## src/rtl/router_pkt_reader.sv

```systemverilog
// Destination-side packet reader: drains a router FIFO, parses the header,
// streams payload bytes to the sink and checks the trailing parity byte.
module router_pkt_reader #(
    parameter logic [1:0] PORT_ADDR = 2'd0
) (
    input  logic       clock,
    input  logic       reset,
    input  logic       soft_reset,
    input  logic       vld_out,
    input  logic [7:0] data_out,
    input  logic       hold,
    output logic       read_enb,
    output logic       busy,
    output logic       hdr_valid,
    output logic [5:0] pkt_len,
    output logic [1:0] pkt_addr,
    output logic [7:0] byte_out,
    output logic       byte_valid,
    output logic       byte_last,
    output logic       pkt_done,
    output logic       parity_err,
    output logic       addr_err
);
    localparam int unsigned CntW  = 7;
    localparam int unsigned ByteW = 8;
    localparam int unsigned LenW  = 6;

    typedef enum logic [1:0] {
        IDLE = 2'd0,
        HDR  = 2'd1,
        BODY = 2'd2,
        DONE = 2'd3
    } state_e;

    state_e            state_q,      state_d;
    logic [CntW-1:0]   req_left_q,   req_left_d;
    logic [CntW-1:0]   rcv_left_q,   rcv_left_d;
    logic [ByteW-1:0]  acc_q,        acc_d;
    logic [ByteW-1:0]  byte_out_q,   byte_out_d;
    logic [LenW-1:0]   pkt_len_q,    pkt_len_d;
    logic [1:0]        pkt_addr_q,   pkt_addr_d;
    logic              rd_pend_q,    rd_pend_d;
    logic              busy_q,       busy_d;
    logic              hdr_valid_q,  hdr_valid_d;
    logic              byte_valid_q, byte_valid_d;
    logic              byte_last_q,  byte_last_d;
    logic              pkt_done_q,   pkt_done_d;
    logic              parity_err_q, parity_err_d;
    logic              addr_err_q,   addr_err_d;
    logic              rd_c;

    // Next-state, read strobe and capture logic
    always_comb begin
        state_d      = state_q;
        req_left_d   = req_left_q;
        rcv_left_d   = rcv_left_q;
        acc_d        = acc_q;
        byte_out_d   = byte_out_q;
        pkt_len_d    = pkt_len_q;
        pkt_addr_d   = pkt_addr_q;
        parity_err_d = parity_err_q;
        addr_err_d   = addr_err_q;
        rd_pend_d    = 1'b0;
        hdr_valid_d  = 1'b0;
        byte_valid_d = 1'b0;
        byte_last_d  = 1'b0;
        pkt_done_d   = 1'b0;
        rd_c         = 1'b0;

        case (state_q)
            IDLE: begin
                rd_c = vld_out & ~hold;
                if (rd_c) state_d = HDR;
            end
            HDR: begin
                pkt_len_d    = data_out[7:2];
                pkt_addr_d   = data_out[1:0];
                hdr_valid_d  = 1'b1;
                req_left_d   = CntW'(data_out[7:2]) + CntW'(1);
                rcv_left_d   = CntW'(data_out[7:2]) + CntW'(1);
                acc_d        = data_out;
                parity_err_d = 1'b0;
                addr_err_d   = 1'b0;
                state_d      = BODY;
            end
            BODY: begin
                rd_c      = vld_out & ~hold & (req_left_q != CntW'(0));
                rd_pend_d = rd_c;
                if (rd_c) req_left_d = req_left_q - CntW'(1);
                // A read issued last cycle delivers its byte now
                if (rd_pend_q) begin
                    rcv_left_d = rcv_left_q - CntW'(1);
                    if (rcv_left_q > CntW'(1)) begin
                        acc_d        = acc_q ^ data_out;
                        byte_out_d   = data_out;
                        byte_valid_d = 1'b1;
                        byte_last_d  = (rcv_left_q == CntW'(2));
                    end else begin
                        parity_err_d = (data_out != acc_q);
                        addr_err_d   = (pkt_addr_q != PORT_ADDR);
                        pkt_done_d   = 1'b1;
                        state_d      = DONE;
                    end
                end
            end
            DONE: begin
                state_d = IDLE;
            end
            default: begin
                state_d = IDLE;
            end
        endcase

        // Abort the packet in progress; header fields and error flags survive
        if (soft_reset) begin
            rd_c         = 1'b0;
            state_d      = IDLE;
            req_left_d   = '0;
            rcv_left_d   = '0;
            acc_d        = '0;
            rd_pend_d    = 1'b0;
            hdr_valid_d  = 1'b0;
            byte_valid_d = 1'b0;
            byte_last_d  = 1'b0;
            pkt_done_d   = 1'b0;
            pkt_len_d    = pkt_len_q;
            pkt_addr_d   = pkt_addr_q;
            parity_err_d = parity_err_q;
            addr_err_d   = addr_err_q;
        end

        busy_d   = (state_d != IDLE);
        read_enb = rd_c & ~reset;
    end

    always_ff @(posedge clock) begin
        if (reset) begin
            state_q      <= IDLE;
            req_left_q   <= '0;
            rcv_left_q   <= '0;
            acc_q        <= '0;
            byte_out_q   <= '0;
            pkt_len_q    <= '0;
            pkt_addr_q   <= '0;
            rd_pend_q    <= 1'b0;
            busy_q       <= 1'b0;
            hdr_valid_q  <= 1'b0;
            byte_valid_q <= 1'b0;
            byte_last_q  <= 1'b0;
            pkt_done_q   <= 1'b0;
            parity_err_q <= 1'b0;
            addr_err_q   <= 1'b0;
        end else begin
            state_q      <= state_d;
            req_left_q   <= req_left_d;
            rcv_left_q   <= rcv_left_d;
            acc_q        <= acc_d;
            byte_out_q   <= byte_out_d;
            pkt_len_q    <= pkt_len_d;
            pkt_addr_q   <= pkt_addr_d;
            rd_pend_q    <= rd_pend_d;
            busy_q       <= busy_d;
            hdr_valid_q  <= hdr_valid_d;
            byte_valid_q <= byte_valid_d;
            byte_last_q  <= byte_last_d;
            pkt_done_q   <= pkt_done_d;
            parity_err_q <= parity_err_d;
            addr_err_q   <= addr_err_d;
        end
    end

    assign busy       = busy_q;
    assign hdr_valid  = hdr_valid_q;
    assign pkt_len    = pkt_len_q;
    assign pkt_addr   = pkt_addr_q;
    assign byte_out   = byte_out_q;
    assign byte_valid = byte_valid_q;
    assign byte_last  = byte_last_q;
    assign pkt_done   = pkt_done_q;
    assign parity_err = parity_err_q;
    assign addr_err   = addr_err_q;

endmodule
```

## config.mk

```make
export PLATFORM = sky130hd
export DESIGN_NAME = router_pkt_reader
export DESIGN_NICKNAME = d
export VERILOG_FILES = /design/src/rtl/router_pkt_reader.sv
export SDC_FILE = /design/constraint.sdc
export NUM_CORES = 1
export LEC_CHECK = 0
export BUFFER_PORTS_ARGS = -buffer_cell sky130_fd_sc_hd__buf_2
export CORE_UTILIZATION = 58
export DETAILED_ROUTE_END_ITERATION = 8
export GPL_TIMING_DRIVEN = 0
export PLACE_DENSITY_LB_ADDON = 0.3
export REMOVE_ABC_BUFFERS = 1
export SLEW_MARGIN = 20
export SYNTH_ARGS = -nofsm -noshare
export SYNTH_HDL_FRONTEND = slang
export SYNTH_SLANG_ARGS = --single-unit
```

## constraint.sdc

```tcl
create_clock -name clock -period 4.51 [get_ports clock]
set_input_delay 0.902 -clock clock [delete_from_list [all_inputs] [get_ports clock]]
set_output_delay 0.902 -clock clock [all_outputs]
set_load 0.05 [all_outputs]
```

==> reports/summary.log <==
qor: grt.global_route.overflow_total 0
qor: floorplanning.floorplan.initialDensity 60.8%
qor: sta.fin_crit_sh 68.6%
qor: sta.slew_violations 0
qor: critical_path.r2r_slack 1970 ps
qor: min_path.whs_endpoint pkt_len[0]
qor: drt.route.detailed.drc 0
qor: clock_network.cts_tree done
qor: synth.synth.mux.area_fraction 3.80%
qor: drt.drt-initial-drc-count 206
qor: drt.avgViaCountPerCell 6.23
qor: floorplanning.dieWidth 69.8 um
qor: cells_and_area.syn2layout_area_growth 8.97%
qor: critical_path.critPathLaunchType input pin
qor: critical_path.series_of_cell_instances_along_the_critical_path buf_2, or2_2, nor3_1, buf_2
qor: critical_path.worst_path_most_repeated_cell buf_2
qor: critical_path.critPathRequiredTime 3610 ps
qor: min_path.worst_hold_startpoint pkt_len[0]
qor: critical_path.setup.worst_path.start reset
qor: synth.synth.yosys.seq_area_share 36.1%
qor: drt.drt_first_pass_iters 4
qor: cells_and_area.count_of_inserted_antenna_diode_cells 0
qor: floorplanning.coreArea 0.00438 mm2
qor: clock_network.insertion_delay 310 ps
qor: cells_and_area.num-nets-final 367
qor: critical_path.cpPeakStageDelay 520 ps
qor: clock_network.clockBufferDepth 2
qor: sta.max_clock_freq 323 MHz
qor: pwr.p_leak 1.03 nW
qor: synth.synth_edf_count 0
qor: critical_path.worst_r2r_endpoint req_left_q[2]
qor: clock_network.cts.clk_slew.worst_paths 90 ps
qor: synth.gate_count_post_synth 323
qor: clock_network.root_buffer_cell clkbuf_8
qor: clock_network.post_cts.repair.setup_buffers 0
qor: critical_path.crit_fanout 22
qor: critical_path.worst_r2r_startpoint state_q[0]
qor: place.io_buffer_count 36
qor: synth.synth-warning-count 0
qor: pwr.ratio_of_total_power_to_cell_area 290 mW/mm2
qor: grt.vias_in_the_first_global_route 2150
qor: grt.groute.usage.overall 27.0%
qor: synth.mappedNetlistArea 0.00267 mm2
qor: clock_network.hold_buffers 0
qor: critical_path.critPathCaptureType output pin
qor: drt.antenna_violating_nets_post_route 0
qor: floorplanning.core.rowCount 24
qor: grt.antenna_found_initial 0
qor: synth.ys.flop_type dfxtp_1
qor: synth.synth-compound-area-share 22.8%
qor: sta.final_period_minus_worst_setup_slack 3090 ps
qor: sta.timing.final.setup_violations 0
qor: synth.post_synth_xor_area_fraction 2.96%
qor: cells_and_area.layout-drive-gt1-share 16.8%
qor: synth.synth-adder-area-share 4.23%
qor: floorplanning.chipHeight 69.8 um
qor: pwr.vdd.ir_drop.worst 0.269 mV
qor: min_path.worst_hold_path.num_cells 2
qor: floorplanning.die_area 0.00487 mm2
qor: sta.worstMarginPinSlew 1000 ps
qor: synth.syn_avg_cell_area 8.25 um2
qor: drt.wl_per_cell 15.9 um
qor: synth.yosys_register_bits 48
qor: drt.vias 2480
qor: clock_network.cts_buffers 5
qor: critical_path.crit_type in2out
qor: grt.pin_count_of_the_biggest_net_entering_global_routing 30
qor: outcome.outcome completed
qor: sta.grt_setup_unrepaired no
qor: cells_and_area.fill_cell_total_of_the_finished_layout 373
qor: place.placed_instance_count 390
qor: sta.setup_total_negative_slack 0 ps
qor: floorplanning.top_level_ports 37
qor: clock_network.cts_num_sinks 48
qor: min_path.hold_path.class reg2reg
qor: place.globalplace.congestion 0.873
qor: sta.fin_worst_skew 9.44 ps
qor: clock_network.ctsHtreeMaxLevel 2
qor: grt.grt_pass1_wl 10500 um
qor: place.dp_hpwl 4280 um
qor: cells_and_area.layoutNonFillerInstCount 398
qor: sta.worst_case_headroom_to_the_max_slew_limit 33.1%
qor: drt.postRouteWirelength 6350 um
qor: clock_network.cts.repair.resized 0
qor: critical_path.timing.reg2reg.worst_path_depth 6
qor: synth.combinational_family_with_the_most_area_after_synthesis simple AND/OR/NAND/NOR gates
qor: critical_path.worst-endpoint-arrival 2190 ps
qor: job.max_capacitance_violation_count 0
qor: sta.final_hold_viol_count 0
qor: synth.asyncSetResetFlopFracSynth 0%
qor: synth.post_synth_num_cell_types 51
qor: synth.yosys.area_share.simple 23.7%
qor: critical_path.crit_path_top_delay_cell or2_2
qor: pwr.power 0.000843 W
==> cells in the final DEF, fill, tap and decap left out, types with 2 or more instances in the layout <==
master | netlist | layout
nor2b_1 | 4 | 4
or2_2 | 3 | 3
o31ai_1 | 2 | 2
nor3_1 | 5 | 5
a311oi_1 | 9 | 9
dfxtp_1 | 48 | 48
nor2_1 | 30 | 30
and4_1 | 2 | 2
a211oi_1 | 4 | 4
and3_1 | 2 | 2
o211ai_1 | 9 | 9
nand4_1 | 7 | 7
a21oi_1 | 19 | 19
nand2_1 | 35 | 35
o311ai_0 | 3 | 3
inv_1 | 14 | 14
buf_2 | 9 | 36
mux2i_1 | 9 | 9
nand2b_1 | 4 | 4
a31o_2 | 2 | 2
o21ai_0 | 14 | 14
nand3_1 | 16 | 16
and2_1 | 4 | 4
nor4b_1 | 3 | 3
a31oi_1 | 10 | 10
nor4_1 | 3 | 3
clkbuf_8 | 0 | 5
o22ai_1 | 4 | 4
ha_1 | 9 | 9
xnor2_1 | 9 | 9
o32ai_1 | 2 | 2
nor3b_1 | 2 | 2
==> sequential cells by signal (all words and copies together) (netlist names), 2 cells and up <==
signal      count
rcv_left_q      7
acc_q           8
pkt_addr        2
state_q         2
pkt_len         6
req_left_q      7
byte_out        8
==> per-layer routing <==
layer  up-vias  GRT usage [%]  share of wire (%)
met4         0           5.78               0.99
met1      1185           39.2                 47
li1       1208              -                  -
met5         -              0                  0
met3         9           5.96                5.7
met2        78           41.0                 46
==> cell families (layout without fill, tap and decap cells) <==
logic type | after synthesis | after routing
multiplexers | 10 | 10
adder cells (fa/ha/maj) | 9 | 9
buffers and inverters | 35 | 58
XOR/XNOR | 9 | 9
flip-flops | 48 | 48
AO/OA/AOI/OAI | 87 | 87
AND/OR/NAND/NOR | 125 | 125
==> power by group <==
| part | switching (W) | internal, W |
|---|---|---|
| combinational | 0.0000591 | 0.0000280 |
| sequential | 0.00000472 | 0.000428 |
| clock | 0.000155 | 0.000167 |
| total | 0.000219 | 0.000623 |
==> final cells by class <==
type / instances / area (um2) / area share, %
multi-input cells: 240 / 1530 / 52.7
flip-flops and latches: 48 / 961 / 33.1
repair buffers: 36 / 180 / 6.20
clock buffers: 5 / 68.8 / 2.37
well taps: 52 / 65.1 / 2.24
inverters: 14 / 52.6 / 1.81
clock inverters: 3 / 46.3 / 1.59
==> worst max-delay path by stage <==
stage,end,slack (ps),cells past startpoint
global placement,read_enb,1420,4
CTS,read_enb,1420,4
floorplan,read_enb,1160,2
detailed placement,read_enb,1420,4
finish,read_enb,1420,4
global route,read_enb,1270,5
==> Yosys cell counts (all sizes together) (2+ instances only) <==
| master | instances | share of area [%] |
|---|---|---|
| dfxtp | 48 | 36 |
| nand2 | 35 | 4.9 |
| nor2 | 31 | 4.5 |
| a21oi | 19 | 3.6 |
| nand3 | 16 | 3.0 |
| buf | 15 | 3.5 |
| inv | 14 | 2.0 |
| o21ai | 14 | 2.6 |
| a31oi | 11 | 3.1 |
| a311oi | 9 | 3.0 |
| ha | 9 | 4.2 |
| mux2i | 9 | 3.4 |
| o211ai | 9 | 2.5 |
| xnor2 | 9 | 3.0 |
| nand4 | 7 | 1.6 |
| nor3 | 6 | 1.5 |
| clkbuf | 5 | 0.70 |
| a211oi | 4 | 1.1 |
| and2 | 4 | 0.94 |
| nand2b | 4 | 0.94 |
| nor2b | 4 | 0.94 |
| o22ai | 4 | 0.94 |
| nor4 | 3 | 0.70 |
| nor4b | 3 | 0.99 |
| o311ai | 3 | 0.99 |
| o31ai | 3 | 1.4 |
| or2 | 3 | 0.70 |
| a31o | 2 | 0.66 |
| and3 | 2 | 0.47 |
| and4 | 2 | 0.66 |
| nor3b | 2 | 0.56 |
| o32ai | 2 | 0.66 |
==> metrics by stage <==
stage          setup WS (ps)  utilization, %  hold WS, ps  area, um2
6_report                1420            66.2          458       2900
5_1_grt                 1270            66.2          476       2900
4_1_cts                 1420            66.2          460       2900
3_5_place_dp            1420            63.6          446       2790
3_3_place_gp            1420            63.6          441       2790
2_1_floorplan           1160               -          467       2540
==> worst max-delay path, delay by kind of cell <==
| family | cells | cell delay (ps) |
|---|---|---|
| buffers and inverters | 2 | 520 |
| and+or+nand+nor | 2 | 760 |
(Power assumes the default switching activity.)
